--- src/rtl/icache.sv ---
// icache: direct-mapped, blocking instruction cache with single-line refill over a req/resp handshake.
// Optional feature: define ICACHE_STATS_EN to add saturating hit_count/miss_count outputs.
module icache #(
  parameter int ARCH_LEN   = 32,
  parameter int LINE_BYTES = 16,
  parameter int NUM_LINES  = 4
) (
  input  logic                    clk,
  input  logic                    rst,
  input  logic                    req_valid,
  input  logic [ARCH_LEN-1:0]     req_addr,
  input  logic                    kill,
  output logic                    resp_valid,
  output logic [ARCH_LEN-1:0]     resp_inst,
  output logic                    stall_out,
  output logic                    mem_req_valid,
  input  logic                    mem_req_ready,
  output logic [ARCH_LEN-1:0]     mem_req_addr,
  input  logic                    mem_resp_valid,
  input  logic [8*LINE_BYTES-1:0] mem_resp_data
`ifdef ICACHE_STATS_EN
  ,
  output logic [31:0]             hit_count,
  output logic [31:0]             miss_count
`endif
);

  localparam int OFF_W  = $clog2(LINE_BYTES);
  localparam int IDX_W  = $clog2(NUM_LINES);
  localparam int TAG_W  = ARCH_LEN - OFF_W - IDX_W;
  localparam int LINE_W = 8 * LINE_BYTES;

  typedef enum logic [1:0] {LOOKUP, REQ, WAIT, FILL} state_t;

  state_t                     state;
  logic [NUM_LINES-1:0]       valid;
  logic [TAG_W-1:0]           tag_mem  [NUM_LINES];
  logic [LINE_W-1:0]          data_mem [NUM_LINES];
  logic [ARCH_LEN-OFF_W-1:0]  line_addr;
  logic                       killed;

  logic [IDX_W-1:0]  req_idx;
  logic [TAG_W-1:0]  req_tag;
  logic [OFF_W-1:0]  word_off;
  logic [LINE_W-1:0] req_line;
  logic [IDX_W-1:0]  fill_idx;
  logic [TAG_W-1:0]  fill_tag;
  logic              lookup;
  logic              hit;
  logic              miss;
  logic              fill_now;

  assign req_idx  = req_addr[OFF_W +: IDX_W];
  assign req_tag  = req_addr[ARCH_LEN-1 -: TAG_W];
  assign word_off = req_addr[OFF_W-1:0] & ~OFF_W'(3);
  assign req_line = data_mem[req_idx];
  assign fill_idx = line_addr[IDX_W-1:0];
  assign fill_tag = line_addr[ARCH_LEN-OFF_W-1 -: TAG_W];

  // A killed lookup neither hits nor starts a miss.
  assign lookup   = (state == LOOKUP) && req_valid && !kill;
  assign hit      = lookup && valid[req_idx] && (tag_mem[req_idx] == req_tag);
  assign miss     = lookup && !hit;
  assign fill_now = (state == WAIT) && mem_resp_valid && !rst;

  assign resp_valid    = hit;
  assign resp_inst     = hit ? req_line[{word_off, 3'b000} +: ARCH_LEN] : '0;
  assign stall_out     = miss || (state != LOOKUP);
  assign mem_req_valid = (state == REQ);
  assign mem_req_addr  = mem_req_valid ? {line_addr, {OFF_W{1'b0}}} : '0;

  // NOTE: all sequential state uses non-blocking assignments so every flop samples pre-edge values.
  always_ff @(posedge clk) begin
    if (rst) begin
      state     <= LOOKUP;
      valid     <= '0;
      line_addr <= '0;
      killed    <= 1'b0;
    end else begin
      case (state)
        LOOKUP: begin
          if (miss) begin
            line_addr <= req_addr[ARCH_LEN-1:OFF_W];
            killed    <= 1'b0;
            state     <= REQ;
          end
        end
        REQ: begin
          if (kill) killed <= 1'b1;
          if (mem_req_ready) state <= WAIT;
        end
        WAIT: begin
          if (kill) killed <= 1'b1;
          if (mem_resp_valid) begin
            valid[fill_idx] <= 1'b1;
            // An abandoned refill still installs the line but skips the replay cycle.
            state <= (killed || kill) ? LOOKUP : FILL;
          end
        end
        FILL:    state <= LOOKUP;
        default: state <= LOOKUP;
      endcase
    end
  end

  // NOTE: line data and tags are not reset; the valid bits alone decide whether a line can hit.
  always_ff @(posedge clk) begin
    if (fill_now) begin
      data_mem[fill_idx] <= mem_resp_data;
      tag_mem[fill_idx]  <= fill_tag;
    end
  end

`ifdef ICACHE_STATS_EN
  always_ff @(posedge clk) begin
    if (rst) begin
      hit_count  <= '0;
      miss_count <= '0;
    end else begin
      if (hit && (hit_count != '1))   hit_count  <= hit_count + 32'd1;
      if (miss && (miss_count != '1)) miss_count <= miss_count + 32'd1;
    end
  end
`endif

endmodule
--- config.mk ---
export PLATFORM = sky130hd
export DESIGN_NAME = icache
export DESIGN_NICKNAME = d
export VERILOG_FILES = /design/src/rtl/icache.sv
export SDC_FILE = /design/constraint.sdc
export NUM_CORES = 1
export LEC_CHECK = 0
export CAP_MARGIN = 5
export CORE_ASPECT_RATIO = 1.25
export CORE_MARGIN = 5
export CORE_UTILIZATION = 43
export CTS_BUF_LIST = sky130_fd_sc_hd__clkbuf_16
export CTS_CLUSTER_DIAMETER = 80
export DETAILED_ROUTE_END_ITERATION = 10
export PLACE_DENSITY = 0.7
export SYNTH_ARGS = -nofsm -noshare
export SYNTH_HDL_FRONTEND = slang
export SYNTH_SLANG_ARGS = --single-unit
--- constraint.sdc ---
create_clock -name clk -period 20.5 [get_ports clk]
set_clock_uncertainty 0.05 [all_clocks]
set_input_delay 4.1 -clock clk [delete_from_list [all_inputs] [get_ports clk]]
set_output_delay 4.1 -clock clk [all_outputs]
set_load 0.02 [all_outputs]
; ---- Word level (Yosys, flattened, before mapping)
; Memory sizes are Yosys's and may differ from the RTL's.
; Cells that the tools add are included.
[word_totals]
register_bits = 35
mem_bits_rw = 616
in_bits = 166
wordCells = 56
memories = 2
[op_classes]
magnitude_cmp = 3
n_eq_ne = 8
shift = 1
mux = 16
bitwise = 1
reduce_logical = 21
[memory_table]
columns = memory, depth, word_bits, read_ports, rd_clocked_by_memory_dff, write_ports, line_no
row1 = data_mem, 4, 128, 1, 0, 1, 38  ; logic [LINE_W-1:0] data_mem [NUM_LINES];
row2 = tag_mem, 4, 26, 1, 0, 1, 37  ; logic [TAG_W-1:0] tag_mem [NUM_LINES];
[op_table]
columns = operator, n
row1 = $shiftx A128 B8 Y32, 1
row2 = $mux W32, 2
row3 = $eq A26 B26 Y1, 1
row4 = $logic_and A1 B1 Y1, 8
row5 = $mux W2, 4
row6 = $pmux W2 S4, 1
row7 = $lt A2 B3 Y1 const B, 2
row8 = $mux W1, 6
row9 = $reduce_and A3 Y1, 2
row10 = $eq A2 B2 Y1 const B, 2
row11 = $ne A2 B1 Y1 const B, 2
row12 = $ne A2 B2 Y1 const B, 2
row13 = $or A4 B4 Y4, 1
row14 = $reduce_and A2 Y1, 2
row15 = $reduce_bool A2 Y1, 2
row16 = $logic_not A1 Y1, 3
row17 = $bmux W1 S2, 1
row18 = $demux W1 S2, 1
row19 = $eq A2 B1 Y1 const B, 1
row20 = $ge A2 B1 Y1 const B, 1
row21 = $logic_not A2 Y1, 1
row22 = $logic_or A1 B1 Y1, 2
row23 = $pmux W1 S2, 1
row24 = $reduce_or A2 Y1, 1

; ---- Logic depth before layout (Yosys ltp)
; Gate-level depths: netlist of the first run.
[depth]
word_depth = 9
mapped_depth = 12
ltp_nobuf = 10

; ---- Least setup slack after synthesis of the first run
; OpenSTA, ideal clock, no wires.
[synth_timing]
path_type = input port to flip-flop
start = input rst
end = memory data_mem[0][0] in the netlist's numbering, enable pin
arrival_time_ps = 18770
required_time_ps = 19401
slack_ps = 631
cell_stages = 2
path_cell_list = clkbuf_1 > nor4_1
[synth_between]
elab_chain_len = 4
[synth_rtl]
columns = element, line_no
row1 = from (decl), 9  ; input logic rst,
row2 = $logic_not A1 Y1, 64  ; assign fill_now = (state == WAIT) && mem_resp_valid && !rst;
row3 = $logic_and A1 B1 Y1, 64
row4 = $mux W1, 108  ; if (fill_now) begin
row5 = $mux W1 (implied by the code), 109  ; data_mem[fill_idx] <= mem_resp_data;
row6 = to (decl), 38
; Every way passes these cells.

; ---- Worst setup path after layout of the first run
[layout_timing]
start = input req_addr[5]
end = output resp_inst[6]
[layout_between]
elab_chain_len = 5
[layout_rtl]
columns = element, line_no
row1 = from (decl), 11  ; input logic [ARCH_LEN-1:0] req_addr,
row2 = "parallel branches: the longest is 4 deep, another holds $mem_v2 Z4 W128", --
row3 = $mux W32 (*), 67  ; assign resp_inst = hit ? req_line[{word_off, 3'b000} +: ARCH_LEN] : '0;
row4 = to (decl), 14  ; output logic [ARCH_LEN-1:0] resp_inst,
; Every way passes the cells marked *. The select of a mux whose other input is x is not followed.

==> out/results.ini, run 1 <==
[synth]
synthesis.area_per_instance_um2=21.9
synth_area_um2=25300
syn_inst=1154
synth_edf_count=616
synth_top_area_share_pct=73.1
synth.area.top_cells=edfxtp_1, mux4_2, dfxtp_1
seq_area_frac_synth_pct=75.9
synthTopCellsByCount=edfxtp_1, mux4_2, mux2i_1
yosysMostFrequentCell=edfxtp_1
async_flop_share_pct=0
synthDistinctLibCells=50
synth-seq-cells=651
yosys_warnings=0
synth.largest_area_cell=edfxtp_1
synthFlopType=edfxtp_1

[sta]
timing.fmax_ghz=0.0741
tightest_slew_ns=1.21
setup_slack_ns=7.01
period_minus_slack_ns=13.49
max_slew_margin_pct=19.5
setup_violations=0
hold_violations=0
hold_slack_ns=0.412
fin_crit_sh_pct=65.8
setup-tns-final_ns=0
slew_violations=0
rsz0062_at_grt=false

[die]
design.die.area_um2=63800
fp-row-count=99
die_x_um=227
die_h_um=281
initial_core_util_pct=43.4
io_pins=233
core_area_um2=58300

[drt]
remaining_drc_errors=0
drtPass1Iterations=6
drt_iter0_markers=868
wl_per_cell_um=23.7
via_per_inst=5.37
num_vias=11900
detail-route-antenna-nets=0
detail_route.wirelength_mm=52.5

[hold_path]
holdCritPathClass=reg -> reg
hold_path_depth=1
holdPathEnd=valid[2]
hp-start=valid[2]

[setup_path]
crit_required_ns=16.35
critical_path_arrival_ns=9.34
worst_r2r_path_depth=7
start_kind=input pin
r2r_setup_slack_ns=17.06
path_class=in -> out
cp-end-kind=output port
r2r_end=data_mem[1][124]
r2r-start=state[0]
cp_max_fo=73

[outcome]
status=finished, final reports clean

[placed_design]
io_buffer_count=226
post-place-ws_ns=6.91
dp.cells=2097
gp_congestion=0.735
hpwl_mm=31.2

[clock_tree]
clock_sinks=651
cts_setup_buffers=0
cts_max_level=2
clock_latency_ns=0.61
cts_inserted_buffers=61
cts_tree=yes
clockBufferDepth=3
post_cts_resize_count=0
postCtsHoldBufs=0
path_clk_slew_ns=0.06
cts-root-buf=clkbuf_16

[power]
ir_drop_uv=69.1
total_power_w=0.00282
power.density_nw_per_um2=92.7
p_leak_nw=9.90

[layout]
n_fill_cell=4579
instances_no_fill=2215
fin_nets=1573
drive_gt1_share_pct=20.6
area_growth_pct=20.1

[grt]
grt_pass1_vias=12900
grt_overflow_total=0
antenna_found_initial=9
grt_max_degree=74
grt_pass1_wl_mm=79.5
track_usage_pct=16.5

[job]
drv_cap=0

[metrics by stage]
stage          cell area [um2]  util [%]
3_3_place_gp             28400      48.7
3_5_place_dp             28400      48.7
5_1_grt                  30400      52.1
6_report                 30400      52.1
4_1_cts                  30400      52.1
2_1_floorplan            25300         -
[cells by family after synthesis]
kind of cell | synth area share [%]
AOI/OAI and AO/OA | 1.30
xor gates and xnor gates | 0.727
adders and majority gates | 0.198
buffers and inverters | 1.44
DFF | 75.9
muxes | 17.9
other | 0.0148
and+or+nand+nor | 2.57
[placed cells by master (no fill, tap or decap), types with 3 or more instances in the layout]
| cell | netlist | layout |
|---|---|---|
| clkinv_1 | 0 | 12 |
| nor3_1 | 3 | 3 |
| nor2b_1 | 33 | 33 |
| ha_1 | 4 | 4 |
| mux4_2 | 173 | 173 |
| mux2_2 | 8 | 8 |
| inv_6 | 0 | 4 |
| xor2_1 | 13 | 13 |
| and2_1 | 28 | 28 |
| inv_1 | 15 | 27 |
| mux2i_1 | 53 | 53 |
| a21oi_1 | 4 | 4 |
| diode_2 | 0 | 6 |
| clkinv_2 | 0 | 12 |
| clkbuf_16 | 0 | 63 |
| xnor2_1 | 8 | 8 |
| bufinv_16 | 0 | 7 |
| a21o_1 | 3 | 3 |
| edfxtp_1 | 616 | 616 |
| nand4_1 | 3 | 3 |
| nand2_1 | 15 | 15 |
| a222oi_1 | 4 | 4 |
| o21ai_0 | 5 | 5 |
| buf_4 | 5 | 20 |
| dfxtp_1 | 35 | 35 |
| conb_1 | 1 | 4 |
| clkdlybuf4s50_1 | 0 | 222 |
| nor2_1 | 37 | 35 |
[worst max-delay path: stages]
cell and delay [ns]:
clkbuf_8 0.53, buf_4 0.76, buf_4 0.73, mux2_2 0.43
nand2b_1 0.15, a32o_1 0.27, a2111oi_2 0.23, nand4_1 0.21
or2_2 0.55, buf_4 0.34, nor2b_1 0.18, clkdlybuf4s50_1 0.63
[sequential cells by signal, summed over array words and instances, names as in the netlist]
| signal | cells |
|---|---|
| killed | 1 |
| tag_mem | 104 |
| data_mem | 512 |
| valid | 4 |
| state | 2 |
| line_addr | 28 |
[report_power, final]
part           total [W]  switching (W)  internal (W)
Sequential       0.00149      0.0000131       0.00148
Combinational   0.000211       0.000107      0.000104
Clock            0.00111       0.000471      0.000642
Total            0.00282       0.000590       0.00223
[per-layer routing]
metal  track usage (%)  vias up  share of wire, %
met5                 0        -             0.013
met4              4.71        2               1.9
met3              3.37       74               5.2
met2              28.5      272                53
met1              21.2     6262                40
li1                  -     5286                 -
[worst max-delay path by stage]
stage	end	from	cells after the start	slack [ns]
6_report	resp_inst[6]	req_addr[5]	12	7.01
5_1_grt	resp_inst[17]	req_addr[5]	12	6.66
4_1_cts	resp_inst[6]	req_addr[5]	12	6.89
3_5_place_dp	resp_inst[0]	req_addr[5]	12	6.91
3_3_place_gp	resp_inst[16]	req_addr[5]	12	6.97
2_1_floorplan	data_mem[0][0]	rst	2	0.63
[area by class of cell]
| class | instances | area, um2 | share of cell area (%) |
|---|---|---|---|
| clock buffer | 63 | 1580 | 5.19 |
| clock inverter | 49 | 412 | 1.35 |
| tap | 757 | 947 | 3.12 |
| inverter | 15 | 56.3 | 0.185 |
| antenna | 6 | 15.0 | 0.0494 |
| sequential | 651 | 19200 | 63.2 |
| timing repair buffer | 245 | 2410 | 7.92 |
| multi-input combinational | 429 | 5780 | 19.0 |
Note: power is estimated with default switching activity, not from simulation.
==> inputs of run 2 (changes only) <==
--- a/config.mk
+++ b/config.mk
@@ -12,7 +12,7 @@
 export CTS_BUF_LIST = sky130_fd_sc_hd__clkbuf_16
 export CTS_CLUSTER_DIAMETER = 80
 export DETAILED_ROUTE_END_ITERATION = 10
-export PLACE_DENSITY = 0.7
+export PLACE_DENSITY = 0.68
 export SYNTH_ARGS = -nofsm -noshare
 export SYNTH_HDL_FRONTEND = slang
 export SYNTH_SLANG_ARGS = --single-unit
==> constraint.sdc (replaced) <==
create_clock -name clk -period 12.9 [get_ports clk]
set_clock_uncertainty 0.05 [all_clocks]
set_input_delay 2.58 -clock clk [delete_from_list [all_inputs] [get_ports clk]]
set_output_delay 2.58 -clock clk [all_outputs]
set_load 0.02 [all_outputs]
==> run 2 against run 1 <==
Against the previous run: clock-buffer cell count up 8; clock power up 63%; die area unchanged; sequential share of layout area down 0.17 points; critical path depth down 3; highest routed layer unchanged.
==> out/results.ini, run 2 (synthesis gave the netlist of run 1 again) <==
[grt]
grt_pass1_wl_mm=79.9  ; +0.47%
track_usage_pct=16.6  ; +0.14 points
grt_overflow_total=0  ; unchanged
antenna_found_initial=8  ; -1
grt_pass1_vias=13200  ; +2.3%
grt_max_degree=92  ; +24%

[placed_design]
io_buffer_count=226  ; unchanged
hpwl_mm=30.8  ; -1.4%
gp_congestion=0.775  ; +5.3%
post-place-ws_ns=3.32  ; -3.58 ns

[hold_path]
holdCritPathClass=reg -> reg

[job]
drv_cap=0  ; unchanged

[setup_path]
slowest_stage=buf_4
cp_max_fo=91  ; +25%
max_stage_delay_ns=0.77  ; about the same
r2r_setup_slack_ns=9.48  ; -7.58 ns
path_class=in -> out
crit_required_ns=10.27  ; -6.08 ns
path_cells=clkbuf_8 > buf_4 > mux4_2 > xor2_1 > a2111oi_0 > nand4_1 > or2_2 > nor2b_1 > clkdlybuf4s50_1
critical_path_arrival_ns=6.88  ; -2.46 ns
cp-end-kind=output port
start_kind=input pin

[clock_tree]
cts-root-buf=clkbuf_16
clock_latency_ns=0.59  ; -0.02 ns
cts_inserted_buffers=66  ; +8.2%
cts_setup_buffers=0  ; unchanged
cts_max_level=3  ; +1
cts_tree=yes
clockBufferDepth=3  ; unchanged
post_cts_resize_count=0  ; unchanged
path_clk_slew_ns=0.06  ; about the same
postCtsHoldBufs=0  ; unchanged
clock_sinks=651  ; unchanged

[sta]
period_minus_slack_ns=9.51
slew_violations=0  ; unchanged
setup_slack_ns=3.39  ; -3.62 ns
tightest_slew_ns=1.15  ; -0.0530 ns
setup-tns-final_ns=0  ; unchanged
setup_violations=0  ; unchanged
rsz0062_at_grt=false
max_slew_margin_pct=23.2  ; +3.7 points
fin_crit_sh_pct=73.7
hold_slack_ns=0.406  ; -0.00626 ns
hold_violations=0  ; unchanged
timing.fmax_ghz=0.105

[layout]
fin_nets=1579  ; +0.38%
final_common_cell=edfxtp_1
max_flop_register=data_mem
n_fill_cell=4558  ; -0.46%
final_cell_mix=edfxtp_1, clkdlybuf4s50_1, mux4_2
largest_register_ffs=512  ; unchanged
area_growth_pct=20.4
reg_top3=data_mem x512, tag_mem x104, line_addr x28
drive_gt1_share_pct=20.6  ; +0.052 points

[drt]
remaining_drc_errors=0  ; unchanged
drt_iter0_markers=827  ; -4.7%
via_per_inst=5.41  ; +0.71%
detail_route.wirelength_mm=52.5  ; about the same
num_vias=12000  ; +0.85%
drtPass1Iterations=7  ; +1
wl_per_cell_um=23.7  ; -0.14%
detail-route-antenna-nets=0  ; unchanged

[die]
die_x_um=227  ; unchanged
initial_core_util_pct=43.4  ; unchanged
core_area_um2=58300  ; unchanged
io_pins=233  ; unchanged
die_h_um=281  ; unchanged
fp-row-count=99  ; unchanged
design.die.area_um2=63800  ; unchanged

[power]
p_leak_nw=9.96  ; +0.55%
power.density_nw_per_um2=148  ; +60%
ir_drop_uv=108  ; +57%

[outcome]
status=finished, final reports clean

run 2: routing by layer:
layer / up-vias / share of wire, % / global-route usage (%)
li1: 5290 / - / -
met5: - / 0.088 / 0
met4: 6 / 2.1 / 5.26
met3: 80 / 6.0 / 3.77
met1: 6302 / 39 / 20.6
met2: 319 / 53 / 29.1
run 2: critical path: cells and delay by family:
| family | cells | cell delay [ns] |
|---|---|---|
| compound gates | 1 | 0.32 |
| simple gates | 3 | 1.23 |
| mux | 1 | 0.42 |
| buf+inv | 3 | 2.09 |
| xor+xnor | 1 | 0.17 |
run 2: through the flow:
step / instance area (um2) / util [%] / power (W) / cells
2_1_floorplan: 25300 / - / 0.00262 / 1157
3_3_place_gp: 28400 / 48.7 / 0.00275 / 2098
3_5_place_dp: 28400 / 48.7 / 0.00276 / 2098
4_1_cts: 30500 / 52.2 / 0.00458 / 2215
5_1_grt: 30500 / 52.2 / 0.00469 / 2216
6_report: 30500 / 52.2 / 0.00452 / 2218
run 2: layout make-up:
cell class,instances,area (um2),area share (%)
repair buffers,246,2410,7.92
multi-input cells,429,5790,19.0
flip-flops and latches,651,19200,63.0
inverters,15,56.3,0.185
clock inverters,46,287,0.940
diodes,3,7.51,0.0246
well taps,757,947,3.11
clock buffers,71,1780,5.83
run 2: final timing paths:
| path | startpoint | cells past startpoint | end |
|---|---|---|---|
| max | req_addr[5] | 9 | resp_inst[5] |
| min reg2reg | valid[2] | 1 | valid[2] |
| min | valid[2] | 1 | valid[2] |
| max reg2reg | state[0] | 8 | data_mem[2][80] |
run 2: report_power, final:
part           switching (W)  internal [W]
clock network       0.000756       0.00105
registers          0.0000217       0.00235
logic               0.000173      0.000166
total               0.000951       0.00357
==> inputs of run 3 (changes only) <==
--- a/config.mk
+++ b/config.mk
@@ -12,7 +12,7 @@
 export CTS_BUF_LIST = sky130_fd_sc_hd__clkbuf_16
 export CTS_CLUSTER_DIAMETER = 80
 export DETAILED_ROUTE_END_ITERATION = 10
-export PLACE_DENSITY = 0.68
+export PLACE_DENSITY = 0.7
 export SYNTH_ARGS = -nofsm -noshare
 export SYNTH_HDL_FRONTEND = slang
 export SYNTH_SLANG_ARGS = --single-unit
==> constraint.sdc (replaced) <==
create_clock -name clk -period 8.63 [get_ports clk]
set_clock_uncertainty 0.05 [all_clocks]
set_input_delay 1.726 -clock clk [delete_from_list [all_inputs] [get_ports clk]]
set_output_delay 1.726 -clock clk [all_outputs]
set_load 0.02 [all_outputs]
==> run 3 against run 2 <==
Against the previous run: clock power rose by 50%; non-clock buffer count unchanged; cell area barely moved; flip-flop and latch count unchanged; global-route usage fell by 0.11 points; clock-buffer cell count is 2 lower.
==> out/results.ini, run 3 (synthesis gave the netlist of run 1 again) <==
[outcome]
status=finished, final reports clean

[grt]
grt_pass1_wl_mm=79.3  ; -0.75%
track_usage_pct=16.5  ; -0.11 points
grt_max_degree=138  ; +50%
antenna_found_initial=6  ; -2
grt_overflow_total=0  ; unchanged
grt_pass1_vias=12800  ; -2.7%

[sta]
period_minus_slack_ns=7.41
timing.fmax_ghz=0.135
setup_violations=0  ; unchanged
slew_violations=0  ; unchanged
rsz0062_at_grt=false
setup_slack_ns=1.22  ; -2.16 ns
tightest_slew_ns=1.23  ; +0.0765 ns
hold_violations=0  ; unchanged
fin_crit_sh_pct=85.8
max_slew_margin_pct=18.1  ; -5.1 points
setup-tns-final_ns=0  ; unchanged

[clock_tree]
cts_max_level=3  ; unchanged
path_clk_slew_ns=0.06  ; about the same
clock_latency_ns=0.59  ; about the same
clockBufferDepth=3  ; unchanged
clock_sinks=651  ; unchanged
cts_tree=yes
cts-root-buf=clkbuf_16
post_cts_resize_count=0  ; unchanged
postCtsHoldBufs=0  ; unchanged
cts_inserted_buffers=66  ; unchanged
cts_setup_buffers=0  ; unchanged

[setup_path]
worst_r2r_path_depth=9  ; +1
r2r_end=state[0]
cp_max_fo=79  ; -13%
slowest_stage=clkdlybuf4s50_1
crit_path_end=resp_inst[16]
crit_start=req_addr[5]
crit_required_ns=6.85  ; -3.42 ns
path_cells=clkbuf_8 > mux4_2 > xor2_1 > nor3_1 > nand4_1 > a211o_1 > or2_2 > buf_4 > nor2b_1 > clkdlybuf4s50_1
cp-end-kind=output port
r2r_setup_slack_ns=5.40  ; -4.08 ns
r2r-start=tag_mem[3][16]
path_class=in -> out
start_kind=input pin
max_stage_delay_ns=0.67  ; -0.10 ns
critical_path_arrival_ns=5.63  ; -1.25 ns

[power]
power.density_nw_per_um2=222  ; +50%
ir_drop_uv=168  ; +55%
p_leak_nw=9.95  ; about the same
total_power_w=0.00677  ; +50%

[drt]
num_vias=11900  ; -0.60%
drt_iter0_markers=810  ; -2.1%
wl_per_cell_um=23.6  ; -0.38%
via_per_inst=5.37  ; -0.64%
detail_route.wirelength_mm=52.4  ; -0.34%
detail-route-antenna-nets=0  ; unchanged
drtPass1Iterations=6  ; -1
remaining_drc_errors=0  ; unchanged

[die]
die_x_um=227  ; unchanged
initial_core_util_pct=43.4  ; unchanged
fp-row-count=99  ; unchanged
core_area_um2=58300  ; unchanged
design.die.area_um2=63800  ; unchanged
die_h_um=281  ; unchanged
io_pins=233  ; unchanged

[placed_design]
dpl_cell_area_um2=28400  ; about the same
hpwl_mm=30.9  ; +0.25%
io_buffer_count=226  ; unchanged
dp.cells=2098  ; unchanged
gp_congestion=0.750  ; -3.2%
post-place-ws_ns=1.19  ; -2.13 ns

[layout]
drive_gt1_share_pct=20.6  ; -0.054 points
instances_no_fill=2219  ; +0.045%
max_flop_register=data_mem
final_common_cell=edfxtp_1
final_cell_mix=edfxtp_1, clkdlybuf4s50_1, mux4_2
area_growth_pct=20.5  ; about the same
reg_top3=data_mem x512, tag_mem x104, line_addr x28
fin_nets=1579  ; unchanged
largest_register_ffs=512  ; unchanged
design_area_um2=30500  ; about the same
n_fill_cell=4529  ; -0.64%

[job]
drv_cap=0  ; unchanged

[hold_path]
holdCritPathClass=reg -> reg
hold_path_depth=1  ; unchanged

## run 3: cell types whose count changed in the layout (fill, tap and decap cells not counted)
cell / before / now
clkinv_2: 10 / 6
inv_6: 3 / 6
buf_12: 0 / 2
buf_4: 21 / 19
clkbuf_16: 71 / 69
diode_2: 3 / 5
bufinv_16: 3 / 4
clkinv_1: 12 / 11
clkinvlp_4: 2 / 3
inv_1: 31 / 32
## run 3: final cells by class
cell class | count | area (um2) | area share (%)
multi-input combinational | 429 | 5790 | 19.0
inverter | 15 | 56.3 | 0.185
sequential | 651 | 19200 | 62.9
clock inverter | 47 | 330 | 1.08
timing repair buffer | 246 | 2440 | 8.00
tap | 757 | 947 | 3.11
antenna | 5 | 12.5 | 0.0410
clock buffer | 69 | 1730 | 5.66
## run 3: how the worst min path moves through the flow
stage	startpoint	to	slack (ns)
after global placement	valid[0]	valid[0]	0.38
after CTS	valid[2]	valid[2]	0.42
after detailed placement	valid[0]	valid[0]	0.40
after floorplan	valid[0]	valid[0]	0.38
final	valid[2]	valid[2]	0.42
after global routing	valid[0]	valid[0]	0.43
## run 3: stage by stage
stage	hold slack [ns]	util (%)
floorplan	0.376	-
global placement	0.383	48.7
detailed placement	0.396	48.7
CTS	0.421	52.3
global route	0.432	52.3
finish	0.420	52.3
## run 3: critical path: cells and delay by family
family / cells / cell delay [ns]
xor gates and xnor gates: 1 / 0.15
AOI/OAI and AO/OA: 1 / 0.31
muxes: 1 / 0.42
and+or+nand+nor: 4 / 1.30
buffers and inverters: 3 / 1.60
## run 3: power breakdown
group / leakage, nW / internal, W / switching (W)
combinational: 3.04 / 0.000249 / 0.000259
sequential: 5.85 / 0.00351 / 0.0000309
clock: 1.07 / 0.00157 / 0.00115
## run 3: per-layer routing
metal / up-vias / GRT usage, % / share of wire, %
li1: 5287 / - / -
met5: - / 0 / 0.025
met2: 315 / 27.8 / 52
met1: 6239 / 21.5 / 40
met4: 2 / 5.51 / 2.3
met3: 82 / 3.54 / 5.8
